===== src/rtl/png_feed_ctrl.sv =====
// png_feed_ctrl: streams captured packets byte-wise, MSB-first, into the PNG decoder byte handshake.
// Optional destination-port filter is compiled in when PORT_FILTER_EN is defined.
module png_feed_ctrl #(
    parameter int unsigned NBYTES   = 69,
    parameter logic [15:0] PNG_PORT = 16'd8080
) (
    input  logic                  clk,
    input  logic                  rst,
    input  logic                  pkt_valid,
    output logic                  pkt_ready,
    input  logic [8*NBYTES-1:0]   pkt_data,
    input  logic [31:0]           pkt_ip,
    input  logic [15:0]           pkt_port,
    input  logic                  pkt_first,
    input  logic [6:0]            pkt_nbytes,
    output logic                  ostart,
    output logic                  ovalid,
    output logic [7:0]            obyte,
    input  logic                  iready,
    output logic                  busy,
    output logic [31:0]           last_ip,
    output logic [15:0]           pkt_cnt,
    output logic [15:0]           drop_cnt
);

    localparam int unsigned DW = 8 * NBYTES;
    localparam int unsigned CW = 7;

    typedef enum logic {
        S_IDLE   = 1'b0,
        S_STREAM = 1'b1
    } state_e;

    state_e          state_q, state_d;
    logic [DW-1:0]   sreg_q, sreg_d;
    logic [CW-1:0]   rem_q, rem_d;
    logic            spend_q, spend_d;
    logic [31:0]     last_ip_q, last_ip_d;
    logic [15:0]     pkt_cnt_q, pkt_cnt_d;
    logic [CW-1:0]   nbytes_c;
    logic            port_ok_c;
    logic            drop_inc_c;

    // Zero or oversize byte counts mean a full packet.
    assign nbytes_c = (pkt_nbytes == 7'd0 || pkt_nbytes > CW'(NBYTES)) ? CW'(NBYTES) : pkt_nbytes;

`ifdef PORT_FILTER_EN
    logic [15:0] drop_cnt_q, drop_cnt_d;

    assign port_ok_c  = (pkt_port == PNG_PORT);
    assign drop_cnt_d = (drop_cnt_q == 16'hFFFF) ? drop_cnt_q :
                        (drop_inc_c ? drop_cnt_q + 16'd1 : drop_cnt_q);

    always_ff @(posedge clk or posedge rst) begin
        if (rst) begin
            drop_cnt_q <= 16'd0;
        end else begin
            drop_cnt_q <= drop_cnt_d;
        end
    end

    assign drop_cnt = drop_cnt_q;
`else
    logic unused_filter;

    assign port_ok_c     = 1'b1;
    assign drop_cnt      = 16'd0;
    assign unused_filter = ^{pkt_port, PNG_PORT, drop_inc_c};
`endif

    // Next-state and datapath update.
    always_comb begin
        state_d    = state_q;
        sreg_d     = sreg_q;
        rem_d      = rem_q;
        spend_d    = spend_q;
        last_ip_d  = last_ip_q;
        pkt_cnt_d  = pkt_cnt_q;
        drop_inc_c = 1'b0;
        case (state_q)
            S_IDLE: begin
                if (pkt_valid) begin
                    if (port_ok_c) begin
                        sreg_d    = pkt_data;
                        rem_d     = nbytes_c;
                        spend_d   = pkt_first;
                        last_ip_d = pkt_ip;
                        pkt_cnt_d = (pkt_cnt_q == 16'hFFFF) ? pkt_cnt_q : pkt_cnt_q + 16'd1;
                        state_d   = S_STREAM;
                    end else begin
                        drop_inc_c = 1'b1;
                    end
                end
            end
            S_STREAM: begin
                if (iready) begin
                    sreg_d  = {sreg_q[DW-9:0], 8'h00};
                    rem_d   = rem_q - 7'd1;
                    spend_d = 1'b0;
                    if (rem_q == 7'd1) begin
                        state_d = S_IDLE;
                    end
                end
            end
        endcase
    end

    always_ff @(posedge clk or posedge rst) begin
        if (rst) begin
            state_q   <= S_IDLE;
            sreg_q    <= '0;
            rem_q     <= '0;
            spend_q   <= 1'b0;
            last_ip_q <= 32'd0;
            pkt_cnt_q <= 16'd0;
        end else begin
            state_q   <= state_d;
            sreg_q    <= sreg_d;
            rem_q     <= rem_d;
            spend_q   <= spend_d;
            last_ip_q <= last_ip_d;
            pkt_cnt_q <= pkt_cnt_d;
        end
    end

    // Handshake flags decode the state register directly.
    assign pkt_ready = (state_q == S_IDLE);
    assign ovalid    = (state_q == S_STREAM);
    assign busy      = (state_q == S_STREAM);
    assign ostart    = spend_q;
    assign obyte     = sreg_q[DW-1 -: 8];
    assign last_ip   = last_ip_q;
    assign pkt_cnt   = pkt_cnt_q;

endmodule


===== config.mk =====
export PLATFORM = sky130hd
export DESIGN_NAME = png_feed_ctrl
export DESIGN_NICKNAME = d
export VERILOG_FILES = /design/src/rtl/png_feed_ctrl.sv
export SDC_FILE = /design/constraint.sdc
export NUM_CORES = 1
export LEC_CHECK = 0
export ABC_AREA = 1
export BUFFER_PORTS_ARGS = -buffer_cell sky130_fd_sc_hd__buf_4
export CORE_AREA = 2 2 265 267
export DETAILED_ROUTE_END_ITERATION = 6
export DIE_AREA = 0 0 267 269
export GPL_TIMING_DRIVEN = 1
export PLACE_DENSITY = 0.65
export SYNTH_ARGS = -nofsm -noshare
export SYNTH_HDL_FRONTEND = slang
export SYNTH_SLANG_ARGS = --single-unit

===== constraint.sdc =====
create_clock -name clk -period 28.5 [get_ports clk]
set_clock_uncertainty 0.1 [all_clocks]
set_input_delay 4.275 -clock clk [delete_from_list [all_inputs] [get_ports clk]]
set_output_delay 4.275 -clock clk [all_outputs]
set_load 0.1 [all_outputs]

# ---- After elaboration in Yosys (flattened, before gate mapping)
# Index checks and enable logic that the tools add are counted.
dict set report totals {
  output_inout_bits 76
  reg_bits 609
}
dict set report classes {
  muxes 14
  n_bitwise 2
  eq_ne 4
  add_sub_neg 2
  order_cmp 1
  n_reduce_logical 5
}
# op count
set op_table {}
lappend op_table {{552-bit two-way mux} 2}
lappend op_table {{552-bit one-hot mux with 2 select lines} 1}
lappend op_table {{7-bit two-way mux} 3}
lappend op_table {{16-bit by 1-bit adder with 16-bit output (second input constant)} 1}
lappend op_table {{16-bit == test (second input constant)} 1}
lappend op_table {{7-bit one-hot mux with 2 select lines} 1}
lappend op_table {{7-bit by 1-bit == test with 1-bit output (second input constant)} 1}
lappend op_table {{7-bit greater-than comparator (second input constant)} 1}
lappend op_table {{7-bit zero test} 1}
lappend op_table {{7-bit by 1-bit subtractor with 7-bit output (second input constant)} 1}
lappend op_table {{1-bit two-way mux} 5}
lappend op_table {{2-bit != test (second input constant)} 2}
lappend op_table {{1-bit one-hot mux with 2 select lines} 2}
lappend op_table {{2-bit AND reduction} 2}
lappend op_table {{3-bit AND reduction} 1}
lappend op_table {{1-bit inverter} 2}
lappend op_table {{1-bit logical OR} 1}

# ---- Depth between registers and ports, before layout
# Gate-level depths: netlist of run 1.
dict set report depth {
  ltp_word 5
  mapped_depth 10
  mapped_depth_nobuf 9
}

# ---- Least setup slack after synthesis of run 1
# Ideal clock, no wire load.
dict set report synth_path {
  path_type {register to output}
  startpoint {register state_q (netlist: busy)}
  endpoint {output port pkt_ready}
  path_slack_ns 21.946
  n_path_buf 2
  arrival_time_ns 2.179
  path_stages_with_launch 4
  path_cell_list {dfrtp_1 > buf_4 > inv_2 > clkbuf_1}
}
dict set report synth_between {
  elab_chain_len 1
}
# item line
set synth_lines {}
lappend synth_lines {{start: declaration} 34} ;# state_e state_q, state_d;
lappend synth_lines {{start signal: assignment} 117} ;# state_q <= state_d;
lappend synth_lines {{1-bit inverter (no source line)} -}
lappend synth_lines {{end: declaration} 10} ;# output logic pkt_ready,
# Every way passes these cells.

# ---- Worst setup path after layout of run 1
dict set report layout_path {
  startpoint {input port pkt_valid}
  endpoint {register sreg_q[495]}
}
dict set report layout_between {
  elab_chain_len 2
}
# item line
set layout_lines {}
lappend layout_lines {{start: declaration} 9} ;# input logic pkt_valid,
lappend layout_lines {{2-bit != test (no source line)} -}
lappend layout_lines {{2-bit AND reduction (no source line)} -}
lappend layout_lines {{end signal: assignment} 118} ;# sreg_q <= sreg_d;
lappend layout_lines {{end: declaration} 35} ;# logic [DW-1:0] sreg_q, sreg_d;
# Every way passes these cells.
# A chain may end at the register's enable or synchronous reset.

==> results of run 1 <==
-- metrics by stage --
step                      hold slack (ns)  power, mW
after floorplan                    0.3641      2.503
after global placement             0.3572      2.836
after detailed placement           0.3593      2.865
after CTS                          0.3737      3.781
after global routing               0.3958      4.004
final                              0.3738      3.750
-- layer usage --
layer / routed length (microns) / global-route usage / vias up
li1: - / - / 12055
met1: 35630 / 0.2930 / 11781
met2: 41000 / 0.3771 / 663
met3: 7131 / 0.07361 / 132
met4: 2195 / 0.07060 / 6
met5: 47 / 0 / -
-- worst min-delay path: stages (launching register included) --
cell,delay (ns)
dfrtp_1,0.34
nand2_1,0.05
nand2_1,0.04
-- area by class of cell --
cell class	count	share of cell area
diodes	11	0.0007897
clock buffers	107	0.06005
clock inverters	16	0.005636
inverters	24	0.003015
multi-input cells	2471	0.3119
flip-flops and latches	609	0.4373
well taps	940	0.03374
repair buffers	680	0.1475
-- registers in the layout, indices dropped and copies added, names as in the netlist --
name and cells:
busy 1, sreg_q 552, rem_q 7, last_ip 32, ostart 1, pkt_cnt 16
-- path summary, 6_finish.rpt --
path | startpoint | end | slack (ns) | cells past startpoint
max | pkt_valid | sreg_q[495]$_DFFE_PP0P_ | 18.57 | 11
min | last_ip[24]$_DFFE_PP0P_ | last_ip[24]$_DFFE_PP0P_ | 0.37 | 2
max reg2reg | busy$_DFF_PP0_ | sreg_q[495]$_DFFE_PP0P_ | 21.67 | 9
min reg2reg | last_ip[24]$_DFFE_PP0P_ | last_ip[24]$_DFFE_PP0P_ | 0.37 | 2
max in group asynchronous | rst | sreg_q[464]$_DFFE_PP0P_ | 21.45 | 5
min in group asynchronous | rst | sreg_q[538]$_DFFE_PP0P_ | 3.63 | 2
-- report_power, final --
part | internal, mW | total (mW) | switching, mW
clock | 0.528 | 0.902 | 0.375
combinational | 0.454 | 1.35 | 0.898
sequential | 1.27 | 1.50 | 0.230
-- cells by family (layout without fill, tap and decap cells) --
family                   count (synthesis)  after routing  synth area share
adder cells (fa/ha/maj)                  3              3          0.001364
XOR/XNOR                                11             11          0.003501
flip-flops                             609            609            0.5538
other                                    1             27         0.0001363
buffers and inverters                  302            827           0.05357
AND/OR/NAND/NOR                       1871           1871            0.2574
AO/OA/AOI/OAI                          570            570            0.1302
-- layout by cell type (no fill, tap or decap), drive strengths merged, types with 3 or more instances in the layout --
| cell | n |
|---|---|
| inv | 26 |
| diode | 11 |
| nor2 | 570 |
| dfrtp | 609 |
| nand3 | 20 |
| o21ai | 11 |
| conb | 16 |
| a22o | 9 |
| clkbuf | 107 |
| clkinv | 11 |
| buf | 680 |
| xnor2 | 10 |
| ha | 3 |
| nand4 | 3 |
| a31oi | 544 |
| nand2 | 1275 |
==> results.py, run 1 <==
metrics = {
    "grt": {
        "grt_pass1_vias": 22867,
        "grt_usage": 0.2309,
        "overflow": 0,
        "grt_pass1_wl_microns": 129900,
        "grt_max_degree": 213,
        "antenna_found_initial": 14,
    },
    "worst_setup_path": {
        "cp.arrival_ns": 10.36,
        "cp-start-kind": "primary input",
        "worst_setup_path_end_kind": "flip-flop",
        "worst-path-buf-inv": 7,
        "path_max_fanout": 201,
        "worstPathRequired_ns": 28.92,
        "critPathSlowestCell": "nand2_8",
        "crit_family": "buffers and inverters",
        "critical_path.most_common_cell": "buf_4",
        "crit_type": "primary input to flip-flop",
        "crit_path_max_incr_delay_ns": 0.94,
        "worstPathCellList": "buf_4 -> inv_1 -> nor2_8 -> inv_2 -> nand2_8 -> buf_4 -> buf_4 -> buf_4 -> buf_4 -> nor2_1 -> a31oi_1",
    },
    "timing": {
        "hold_viol_final": 0,
        "slew_viol_final": 0,
        "fmax_mhz": 100.7,
        "period_share": 0.3485,
        "period_needed_ns": 9.932,
        "relSlewSlack": 0.2433,
        "fin_setup_tns_ns": 0,
        "tightest_slew_ns": 1.135,
        "setup_ws_ns": 18.57,
        "finalSetupViolCount": 0,
        "rsz0062_at_grt": "false",
    },
    "route": {
        "wl_microns": 86010,
        "ant_nets": 0,
        "drt-initial-drc-count": 2189,
        "drc": 0,
        "vias": 24637,
        "first_pass_iters": 7,
        "wire_per_inst_microns": 17.70,
        "via_per_inst": 5.071,
    },
    "clock_network": {
        "post_cts_buffers": 0,
        "clk_latency_ns": 0.61,
        "htree_levels": 3,
        "cts_hold_buf": 0,
        "cts_resized": 0,
        "root_buffer": "clkbuf_16",
        "clock_sink_count": 609,
        "cts_buffers": 70,
        "cts_tree": "yes",
        "cts_buffer_depth": 3,
        "clk_pin_slew_ns": 0.06,
    },
    "yosys": {
        "synth_cell_types": 29,
        "async_flop_share": 1.000,
        "avgSynthCellArea_sq_um": 8.172,
        "yosysTopAreaCellShare": 0.5538,
        "syn_area_sq_mm": 0.02752,
        "ys_seq_elements": 609,
        "synth.most_common_cell": "nand2_1",
        "yosys_warnings": 0,
        "synth_edf_count": 0,
        "synth_commonest_cells": "nand2_1 (1274), dfrtp_1 (609), nor2_1 (569), a31oi_1 (544), buf_2 (107)",
        "synth_ff_type": "dfrtp_1",
        "syn_inst": 3367,
        "yosysTopAreaCell": "dfrtp_1",
        "ys_seq_area_frac": 0.5538,
        "synth_area_leaders": "dfrtp_1 (55%), nand2_1 (17%), a31oi_1 (12%)",
    },
    "layout": {
        "n_fill_cell": 6794,
        "fin_cells": 4858,
        "seq_area_sq_mm": 0.01524,
        "final_nets": 4471,
        "post-route-util": 0.5030,
        "drive_gt1_frac": 0.2030,
        "area_growth_syn_to_layout_pct": 26.68,
        "final_area_sq_mm": 0.03486,
        "multi_input_area_sq_mm": 0.01087,
    },
    "status": {
        "status": "finished, final reports clean",
    },
    "worst_hold_path": {
        "min_path_type": "flip-flop to flip-flop",
    },
    "floorplanning": {
        "num_rows": 97,
        "fp.dieW_microns": 267,
        "start_util": 0.3971,
        "die_h_microns": 269,
        "ios": 688,
        "core_area_sq_mm": 0.06930,
        "dieArea_sq_mm": 0.07182,
    },
    "place": {
        "place.gp.congestion": 0.8448,
        "dp_worst_setup_slack_ns": 18.02,
        "io_buffer_count": 655,
        "dp_cells": 4724,
        "dp.final_hpwl_microns": 58410,
        "post_dp_cell_area_sq_mm": 0.03254,
    },
    "job": {
        "max_cap_violations": 0,
    },
    "power_and_ir_drop": {
        "power_leakage_nw": 16.44,
        "ir_worst_vdd_mv": 0.06934,
        "p_per_area_mw_per_mm2": 107.6,
    },
}
No activity file was read; power rests on OpenSTA's default activity.
==> run 2, diff against run 1 <==
--- a/config.mk
+++ b/config.mk
@@ -7,9 +7,9 @@
 export LEC_CHECK = 0
 export ABC_AREA = 1
 export BUFFER_PORTS_ARGS = -buffer_cell sky130_fd_sc_hd__buf_4
-export CORE_AREA = 2 2 265 267
+export CORE_AREA = 2 2 270 272
 export DETAILED_ROUTE_END_ITERATION = 6
-export DIE_AREA = 0 0 267 269
+export DIE_AREA = 0 0 272 274
 export GPL_TIMING_DRIVEN = 1
 export PLACE_DENSITY = 0.65
 export SYNTH_ARGS = -nofsm -noshare
==> constraint.sdc (replaced) <==
create_clock -name clk -period 8.2 [get_ports clk]
set_clock_uncertainty 0.1 [all_clocks]
set_input_delay 1.23 -clock clk [delete_from_list [all_inputs] [get_ports clk]]
set_output_delay 1.23 -clock clk [all_outputs]
set_load 0.1 [all_outputs]
==> run 2 against run 1 <==
Worst hold slack got worse by 0.0038 ns. Core utilization fell by 1.9 points. Clock power increased to 3.3 times the previous value. Die area increased by 3.8%. Non-clock buffer count increased by 1. Routed wire length shrank 1.2%. Count of clock-buffer cells in the layout decreased by 9. Combinational power increased to 3.5 times the previous value. Sequential share of layout area barely moved. Highest routed layer unchanged. Global-route usage fell by 0.97 points. Final cell count increased by 0.37%. Via count is 0.30% lower.
==> results.py, run 2 (same netlist as run 1, synthesis figures left out) <==
metrics = {
    "status": {
        "status": "finished, final reports clean",
    },
    "worst_setup_path": {
        "crit_path_start": "busy$_DFF_PP0_",
        "crit_type": "flip-flop to flip-flop",
        "worstPathRequired_ns": 8.52,
        "regToRegStartpoint": "busy$_DFF_PP0_",
        "worstPathCellList": "nor2_8 -> inv_2 -> nand2_8 -> buf_12 -> a31oi_1",
        "r2r_setup_slack_ns": 3.97,
        "crit_family": "simple AND/OR/NAND/NOR gates",
        "crit_path_max_incr_delay_ns": 0.79,
        "cp-start-kind": "flip-flop",
        "worst_setup_path_end_kind": "flip-flop",
        "path_max_fanout": 270,
        "worst-path-buf-inv": 2,
        "critPathSlowestCell": "nand2_8",
        "cp.arrival_ns": 4.55,
    },
    "layout": {
        "area_growth_syn_to_layout_pct": 26.66,
        "post-route-util": 0.4843,
        "largest_register_ff_count": 552,
        "drive_gt1_frac": 0.2027,
        "final_common_cell": "nand2_1",
        "final_cell_mix": "nand2_1 (1274), buf_4 (674), dfrtp_1 (608)",
        "fin_cells": 4876,
        "top_register": "sreg_q",
        "final_nets": 4471,
    },
    "route": {
        "ant_nets": 0,
        "wire_per_inst_microns": 17.43,
        "via_per_inst": 5.038,
        "drt-initial-drc-count": 2081,
        "vias": 24563,
        "wl_microns": 84990,
        "drc": 0,
        "first_pass_iters": 5,
    },
    "timing": {
        "hold_viol_final": 0,
        "fmax_mhz": 236.5,
        "relSlewSlack": 0.2691,
        "period_needed_ns": 4.227,
        "slew_viol_final": 0,
        "finalSetupViolCount": 0,
        "fin_setup_tns_ns": 0,
        "rsz0062_at_grt": "false",
        "tightest_slew_ns": 1.096,
        "period_share": 0.5155,
    },
    "place": {
        "io_buffer_count": 655,
        "dp_cells": 4744,
        "dp.final_hpwl_microns": 57870,
        "place.gp.congestion": 0.8545,
    },
    "clock_network": {
        "htree_levels": 3,
        "clk_latency_ns": 0.61,
        "cts_hold_buf": 0,
        "clock_sink_count": 609,
        "cts_buffers": 69,
        "clk_pin_slew_ns": 0.06,
        "cts_resized": 0,
        "post_cts_buffers": 0,
        "root_buffer": "clkbuf_16",
        "cts_buffer_depth": 3,
        "cts_tree": "yes",
    },
    "power_and_ir_drop": {
        "p_int_mw": 7.713,
        "clock_power_share": 0.234,
        "power_leakage_nw": 16.41,
        "total_power_mw": 12.90,
        "ir_worst_vdd_mv": 0.2990,
        "netSwitchingFraction": 0.4021,
        "p_seq_frac": 0.404,
        "switchingPower_mw": 5.188,
        "pwr-share-comb": 0.362,
        "p_per_area_mw_per_mm2": 370.1,
    },
    "floorplanning": {
        "dieArea_sq_mm": 0.07453,
        "fp.dieW_microns": 272,
        "num_rows": 99,
        "core_area_sq_mm": 0.07197,
        "die_h_microns": 274,
        "ios": 688,
        "start_util": 0.3823,
    },
    "grt": {
        "grt_usage": 0.2212,
        "grt_max_degree": 271,
        "grt_pass1_vias": 23027,
        "overflow": 0,
        "grt_pass1_wl_microns": 130300,
        "antenna_found_initial": 23,
    },
    "worst_hold_path": {
        "min_path_type": "flip-flop to flip-flop",
        "worstHoldStart": "last_ip[3]$_DFFE_PP0P_",
    },
    "job": {
        "max_cap_violations": 0,
    },
}
==> run 2: final cells by class <==
cell class	count	area [sq um]
timing repair buffer	681	5200
clock inverter	19	209.0
multi-input combinational	2471	10870
clock buffer	98	1988
fill	7068	37120
antenna	15	37.54
sequential	609	15240
inverter	24	101.3
tap	959	1200
==> run 2: power groups by stage <==
stage | clock network (mW) | logic (mW) | registers, mW
after CTS | 3.09 | 4.73 | 5.21
after floorplan | 0 | 3.04 | 5.66
after detailed placement | 0 | 4.71 | 5.24
after global placement | 0 | 4.64 | 5.20
after global routing | 3.21 | 5.24 | 5.39
final | 3.02 | 4.67 | 5.21
==> run 2: final timing paths <==
kind	end	cells past startpoint
max	sreg_q[324]$_DFFE_PP0P_	5
min in group asynchronous	sreg_q[250]$_DFFE_PP0P_	2
min reg2reg	last_ip[3]$_DFFE_PP0P_	2
max in group asynchronous	sreg_q[355]$_DFFE_PP0P_	4
max reg2reg	sreg_q[324]$_DFFE_PP0P_	5
min	last_ip[3]$_DFFE_PP0P_	2
==> run 2: layer usage <==
layer	routed length (microns)	GRT usage	vias to the layer above
li1	-	-	12051
met1	35270	0.2809	11705
met2	40300	0.3548	656
met3	7059	0.07505	135
met4	2243	0.07259	16
met5	118	0	-
==> run 2: metrics by stage <==
| stage | hold WS, ns | area (sq um) | setup WS [ns] |
|---|---|---|---|
| finish | 0.3700 | 34850 | 3.973 |
| CTS | 0.3743 | 34810 | 3.992 |
| global placement | 0.3572 | 32620 | 3.433 |
| detailed placement | 0.3596 | 32620 | 3.414 |
| global route | 0.4020 | 34850 | 3.609 |
| floorplan | 0.3641 | 27580 | -1.439 |
==> run 2: worst register-to-register path, cell delays in order, from the launching register on <==
cell and delay (ns):
dfrtp_4 0.71, nor2_8 0.67, inv_2 0.56, nand2_8 0.81, buf_12 0.78, a31oi_1 0.44
